<file path="src/rtl/ram_arb_pkg.sv">
// Shared types for the two-requester RAM port arbiter: FSM state
// encoding and the in-flight read entry carried down the latency pipe.
package ram_arb_pkg;

  // Top-level FSM: INIT clears the RAM, RUN arbitrates requesters.
  typedef enum logic [0:0] {
    INIT = 1'b0,
    RUN  = 1'b1
  } arb_state_e;

  // One outstanding read: valid flag plus the requester it belongs to.
  typedef struct packed {
    logic valid;
    logic id;
  } inflight_t;

  // Requester identifiers as carried in inflight_t.id.
  localparam logic REQ_ID0 = 1'b0;
  localparam logic REQ_ID1 = 1'b1;

endpackage

</file>
<file path="src/rtl/ram_arb_rd_tracker.sv">
// Read-return tracker: a RAM_LATENCY-deep shift register of {valid, id}.
// An entry pushed in cycle T appears on valid_out/id_out in cycle
// T+RAM_LATENCY, one entry per cycle, so back-to-back reads are fine.
module ram_arb_rd_tracker
  import ram_arb_pkg::*;
#(
  parameter int RAM_LATENCY = 2
) (
  input  logic clk,
  input  logic rst,
  input  logic push,
  input  logic id,
  output logic valid_out,
  output logic id_out
);

  inflight_t pipe_q [RAM_LATENCY];

  // Shift entries one stage per cycle; reset drops everything in flight.
  always_ff @(posedge clk) begin
    if (rst) begin
      for (int i = 0; i < RAM_LATENCY; i++) begin
        pipe_q[i] <= '0;
      end
    end else begin
      pipe_q[0] <= '{valid: push, id: id};
      for (int i = 1; i < RAM_LATENCY; i++) begin
        pipe_q[i] <= pipe_q[i-1];
      end
    end
  end

  assign valid_out = pipe_q[RAM_LATENCY-1].valid;
  assign id_out    = pipe_q[RAM_LATENCY-1].id;

endmodule

</file>
<file path="src/rtl/ram_port_arbiter.sv">
// Two-requester arbiter in front of a single RAM port (port A).
// After reset it sweeps the whole RAM writing zeros (INIT), then grants
// one requester per cycle with round-robin on conflict (RUN). Read data
// is routed back to the issuing requester RAM_LATENCY cycles later.
// Optional macro RAM_ARB_STATS_EN compiles the conflict counter; when it
// is undefined stat_conflicts is tied to zero.
//
// Handshake: rN_req is a request held stable (with we/addr/wdata) until
// rN_gnt; rN_gnt is combinational and means "accepted this cycle". There
// is no back-pressure on read returns: rN_rvalid is a one-cycle pulse.
module ram_port_arbiter
  import ram_arb_pkg::*;
#(
  parameter int DATA_W      = 32,
  parameter int ADDR_W      = 8,
  parameter int RAM_LATENCY = 2
) (
  input  logic              clk,
  input  logic              rst,
  // requester 0
  input  logic              r0_req,
  input  logic              r0_we,
  input  logic [ADDR_W-1:0] r0_addr,
  input  logic [DATA_W-1:0] r0_wdata,
  output logic              r0_gnt,
  output logic              r0_rvalid,
  output logic [DATA_W-1:0] r0_rdata,
  // requester 1
  input  logic              r1_req,
  input  logic              r1_we,
  input  logic [ADDR_W-1:0] r1_addr,
  input  logic [DATA_W-1:0] r1_wdata,
  output logic              r1_gnt,
  output logic              r1_rvalid,
  output logic [DATA_W-1:0] r1_rdata,
  // RAM port A
  output logic [ADDR_W-1:0] ram_addr,
  output logic              ram_wren,
  output logic [DATA_W-1:0] ram_data,
  output logic              ram_clken,
  input  logic [DATA_W-1:0] ram_q,
  // status
  output logic              init_done,
  output logic [15:0]       stat_conflicts,
  output logic              dbg_state
);

  arb_state_e        state_q, state_d;
  logic [ADDR_W-1:0] sweep_q, sweep_d;
  logic              init_done_q, init_done_d;
  logic              last_winner_q, last_winner_d;
  logic [ADDR_W-1:0] addr_hold_q;
  logic [DATA_W-1:0] data_hold_q;

  logic              gnt0, gnt1;
  logic              rd_push, rd_push_id;
  logic [ADDR_W-1:0] ram_addr_c;
  logic [DATA_W-1:0] ram_data_c;
  logic              ram_wren_c;
  logic              trk_valid, trk_id;

  // Grant logic: single request wins outright, conflict goes to the
  // requester that did not win last; nothing is granted during INIT.
  always_comb begin
    gnt0 = 1'b0;
    gnt1 = 1'b0;
    if (state_q == RUN) begin
      if (r0_req && r1_req) begin
        if (last_winner_q == REQ_ID1) gnt0 = 1'b1;
        else                          gnt1 = 1'b1;
      end else if (r0_req) begin
        gnt0 = 1'b1;
      end else if (r1_req) begin
        gnt1 = 1'b1;
      end
    end
  end

  // RAM port mux: clear sweep in INIT, granted requester in RUN, and
  // otherwise hold the last address/data with the write disabled.
  always_comb begin
    ram_addr_c = addr_hold_q;
    ram_data_c = data_hold_q;
    ram_wren_c = 1'b0;
    if (state_q == INIT) begin
      ram_addr_c = sweep_q;
      ram_data_c = '0;
      ram_wren_c = 1'b1;
    end else if (gnt0) begin
      ram_addr_c = r0_addr;
      ram_data_c = r0_wdata;
      ram_wren_c = r0_we;
    end else if (gnt1) begin
      ram_addr_c = r1_addr;
      ram_data_c = r1_wdata;
      ram_wren_c = r1_we;
    end
  end

  // Reads enter the tracker on the grant cycle, tagged with the winner.
  always_comb begin
    rd_push    = (gnt0 && !r0_we) || (gnt1 && !r1_we);
    rd_push_id = gnt1 ? REQ_ID1 : REQ_ID0;
  end

  // FSM next state, sweep counter and round-robin bookkeeping.
  always_comb begin
    state_d       = state_q;
    sweep_d       = sweep_q;
    init_done_d   = init_done_q;
    last_winner_d = last_winner_q;
    case (state_q)
      INIT: begin
        sweep_d = sweep_q + ADDR_W'(1);
        if (&sweep_q) begin
          state_d     = RUN;
          init_done_d = 1'b1;
        end
      end
      RUN: begin
        if (gnt0)      last_winner_d = REQ_ID0;
        else if (gnt1) last_winner_d = REQ_ID1;
      end
      default: state_d = INIT;
    endcase
  end

  // State registers; reset restarts the sweep and the round-robin.
  always_ff @(posedge clk) begin
    if (rst) begin
      state_q       <= INIT;
      sweep_q       <= '0;
      init_done_q   <= 1'b0;
      last_winner_q <= REQ_ID1;
    end else begin
      state_q       <= state_d;
      sweep_q       <= sweep_d;
      init_done_q   <= init_done_d;
      last_winner_q <= last_winner_d;
    end
  end

  // Remember what was last presented to the RAM so idle cycles hold it.
  always_ff @(posedge clk) begin
    if (rst) begin
      addr_hold_q <= '0;
      data_hold_q <= '0;
    end else begin
      addr_hold_q <= ram_addr_c;
      data_hold_q <= ram_data_c;
    end
  end

  ram_arb_rd_tracker #(
    .RAM_LATENCY (RAM_LATENCY)
  ) u_rd_tracker (
    .clk       (clk),
    .rst       (rst),
    .push      (rd_push),
    .id        (rd_push_id),
    .valid_out (trk_valid),
    .id_out    (trk_id)
  );

`ifdef RAM_ARB_STATS_EN
  logic [15:0] conflicts_q;

  // Count RUN cycles with both requests present, saturating at 0xFFFF.
  always_ff @(posedge clk) begin
    if (rst) begin
      conflicts_q <= '0;
    end else if ((state_q == RUN) && r0_req && r1_req && (conflicts_q != 16'hFFFF)) begin
      conflicts_q <= conflicts_q + 16'd1;
    end
  end

  assign stat_conflicts = conflicts_q;
`else
  assign stat_conflicts = '0;
`endif

  assign r0_gnt    = gnt0;
  assign r1_gnt    = gnt1;
  assign r0_rvalid = trk_valid && (trk_id == REQ_ID0);
  assign r1_rvalid = trk_valid && (trk_id == REQ_ID1);
  assign r0_rdata  = r0_rvalid ? ram_q : '0;
  assign r1_rdata  = r1_rvalid ? ram_q : '0;

  assign ram_addr  = ram_addr_c;
  assign ram_data  = ram_data_c;
  assign ram_wren  = ram_wren_c;
  assign ram_clken = 1'b1;
  assign init_done = init_done_q;
  assign dbg_state = state_q;

endmodule

</file>
<file path="config.mk">
export PLATFORM = sky130hd
export DESIGN_NAME = ram_port_arbiter
export DESIGN_NICKNAME = d
export VERILOG_FILES = /design/src/rtl/ram_arb_pkg.sv /design/src/rtl/ram_arb_rd_tracker.sv /design/src/rtl/ram_port_arbiter.sv
export SDC_FILE = /design/constraint.sdc
export NUM_CORES = 1
export LEC_CHECK = 0
export CORE_ASPECT_RATIO = 1.4
export CORE_MARGIN = 2
export CORE_UTILIZATION = 35
export DETAILED_ROUTE_END_ITERATION = 12
export PLACE_DENSITY_LB_ADDON = 0.15
export SLEW_MARGIN = 20
export SYNTH_ARGS = -nofsm -noshare
export SYNTH_HDL_FRONTEND = slang
export SYNTH_SLANG_ARGS = --single-unit
</file>
<file path="constraint.sdc">
create_clock -name clk -period 1.8 [get_ports clk]
set_clock_uncertainty 0.05 [all_clocks]
set_input_delay 0.36 -clock clk [delete_from_list [all_inputs] [get_ports clk]]
set_output_delay 0.36 -clock clk [all_outputs]
set_load 0.005 [all_outputs]
</file>
==> results_dict.tcl <==
set metrics [dict create \
    cts-root-buf "clkbuf_16" \
    synth-async-reset-ratio_pct 0 \
    rsz0062_at_grt "true" \
    initial_core_util_pct 36.1 \
    power.total_mw 3.10 \
    grt_pass1_wl_mm 21.7 \
    synth_top_area_share_pct 32.0 \
    dieArea_um2 10600 \
    grtUsageTotal_pct 25.5 \
    ant_nets 0 \
    cts_max_path_buffers 2 \
    synth_cell_type_count 45 \
    drc 0 \
    synth.most_common_cell "nor2_1" \
    synth_seq_cells 55 \
    crit_path_end_kind "primary output" \
    r2r_start "last_winner_q" \
    synthesis.area_um2 3440 \
    clock-sinks 55 \
    fill_cells 743 \
    r2r_setup_slack_ns 0.21 \
    hold_depth 1 \
    die-height_um 121 \
    seq_area_frac_synth_pct 32.0 \
    synthTopCellsByCount "nor2_1, nor4_1, dfxtp_1" \
    netlist_top_cells_area "dfxtp_1, nor4_1, nor2_1" \
    status "complete, but fails checks" \
    hold_class "reg2reg" \
    grt_remaining_overflow 0 \
    finalHoldViolCount 0 \
    place.gp.congestion 0.886 \
    dr.first_iter.drc_count 170 \
    rows 42 \
    dr.pass1.iters 4 \
    diodes 0 \
    synth_cells 451 \
    drive_gt1_share_pct 37.9 \
    post-route-period-util_pct 115 \
    ir_drop_mv 0.496 \
    synth_area_leader_cell "dfxtp_1" \
    grt_max_degree 37 \
    slew_violations 0 \
    cts_htree_levels 2 \
    power_density_nw_per_um2 431 \
    portBuffers 228 \
    holdCritStartpoint "u_rd_tracker.pipe_q[0][0]" \
    clkTransAtPathRegs_ns 0.08 \
    yosys_warnings 0 \
    timing.rr.end "data_hold_q[15]" \
    min_period_ns 2.06 \
    clk_latency_ns 0.29 \
    synth-main-ff-cell "dfxtp_1" \
    hold_buffers 0 \
    wl_mm 14.6 \
    r2r_cells 7 \
    violations "setup timing" \
    hold_path_end "u_rd_tracker.pipe_q[0][2]" \
    fin_ws_ns -0.265 \
    grt_pass1_vias 4422 \
    vias 4609 \
    viasPerCell 5.12 \
    cts_tree "done" \
    dpl.hpwl_mm 9.45 \
    area_growth_syn_to_layout_pct 109 \
    antenna_found_initial 0 \
    syn_avg_cell_area_um2 7.62 \
    crit_arrival_ns 1.65 \
    synth-edff-count 0 \
    setup_viol 64 \
    dp.cells 848 \
    fmax_mhz 484 \
    post_drt_wl_per_cell_um 16.3 \
    power.leakage_nw 3.27 \
    core_um2 9510 \
    start_kind "flop" \
    cp.required_ns 1.39 \
    drv_cap 0 \
    slowest_delay_ns 0.37 \
    ios 246 \
    post-place-ws_ns -0.938 \
    setup.worst_path.class "reg2out" \
    critPathMaxFanout 5 \
    setup-tns-final_ns -7.58 \
    fin_cells 900 \
    final_nets 886 \
    crit_chain "nor2b_4, buf_6, buf_16, nor3_1, nor4_2, buf_2" \
    die_width_um 87.8 \
    cts_buffers 5 \
    critPathSlowestCell "dfxtp_4" \
]
-- flip-flops by register name (all words and copies together) (netlist names) --
name,flops
last_winner_q,1
u_rd_tracker.pipe_q,4
sweep_q,8
init_done,1
addr_hold_q,8
dbg_state,1
data_hold_q,32
-- critical path: cells and delay by family, from the launching register on --
family | cells | cell delay, ns
simple gates | 3 | 0.50
flops | 1 | 0.37
buf+inv | 3 | 0.49
-- cell type report --
class | instances | area [um2] | share of cell area (%)
sequential | 55 | 1110 | 15.5
clock inverter | 3 | 71.3 | 0.991
inverter | 3 | 16.3 | 0.226
timing repair buffer | 353 | 3340 | 46.4
tap | 132 | 165 | 2.29
multi-input combinational | 349 | 2370 | 32.9
clock buffer | 5 | 125 | 1.74
-- power by group --
group          leakage (nW)  internal (mW)  switching (mW)
sequential            0.446           1.22         0.00462
clock                0.0959          0.808           0.473
combinational          2.73          0.377           0.222
-- per-stage QoR --
step	hold WS, ns	cell area [um2]	util (%)
after global routing	0.416	7200	75.7
final	0.383	7200	75.7
after global placement	0.372	6290	66.2
after CTS	0.387	6830	71.8
after detailed placement	0.375	6290	66.2
after floorplan	0.364	3490	-
-- how the worst max path moves through the flow --
stage | cells after the start | to | startpoint | slack, ns
6_report | 6 | ram_data[20] | last_winner_q | -0.26
3_3_place_gp | 7 | ram_data[0] | r1_req | -0.96
3_5_place_dp | 7 | ram_data[0] | r1_req | -0.94
2_1_floorplan | 5 | ram_data[10] | dbg_state | 0.22
4_1_cts | 6 | r0_rdata[4] | u_rd_tracker.pipe_q[0][3] | -0.24
5_1_grt | 6 | ram_data[19] | last_winner_q | -0.30
-- per-layer routing --
layer	routed length, um	part of all wire [%]	vias to the layer above	global-route usage, %
li1	-	-	2238	-
met1	5830	40	2194	30.1
met2	7660	52	165	45.3
met3	1020	6.9	12	7.28
met4	151	1.0	0	5.38
met5	0	0	-	0
-- placed cells by master, fill, tap and decap left out, drive strengths merged, types with 2 or more instances in the layout --
| cell | n |
|---|---|
| bufinv | 2 |
| nor2b | 9 |
| xnor2 | 2 |
| nand2 | 7 |
| dlygate4sd2 | 39 |
| a31oi | 2 |
| inv | 4 |
| o311ai | 3 |
| o21ai | 2 |
| nor4 | 64 |
| a21oi | 11 |
| and3 | 35 |
| clkbuf | 12 |
| dfxtp | 55 |
| or3b | 3 |
| o221a | 5 |
| mux2i | 8 |
| mux2 | 2 |
| a211oi | 8 |
| nor2 | 81 |
| and2 | 33 |
| nand3 | 2 |
| buf | 194 |
| nand3b | 5 |
| nand2b | 3 |
| clkdlybuf4s50 | 111 |
| nor3 | 34 |
| conb | 17 |
-- cells by family (layout without fill, tap and decap cells) --
group	count (synthesis)	after routing	synth area share (%)
mux	10	10	2.99
compound gates	36	36	8.48
other cells	2	17	0.219
buf+inv	62	364	10.9
flops	55	55	32.0
simple gates	282	282	44.3
xor+xnor	3	3	0.765
fa+ha+maj	1	1	0.364
-- what timing repair did --
item / CTS / global route
setup endpoints to repair: 110 / 68
pin swaps: 37 / 16
gates resized for setup: 358 / 139
buffers inserted: 22 / 15
gates cloned: 10 / 1
(Power assumes the default switching activity.)
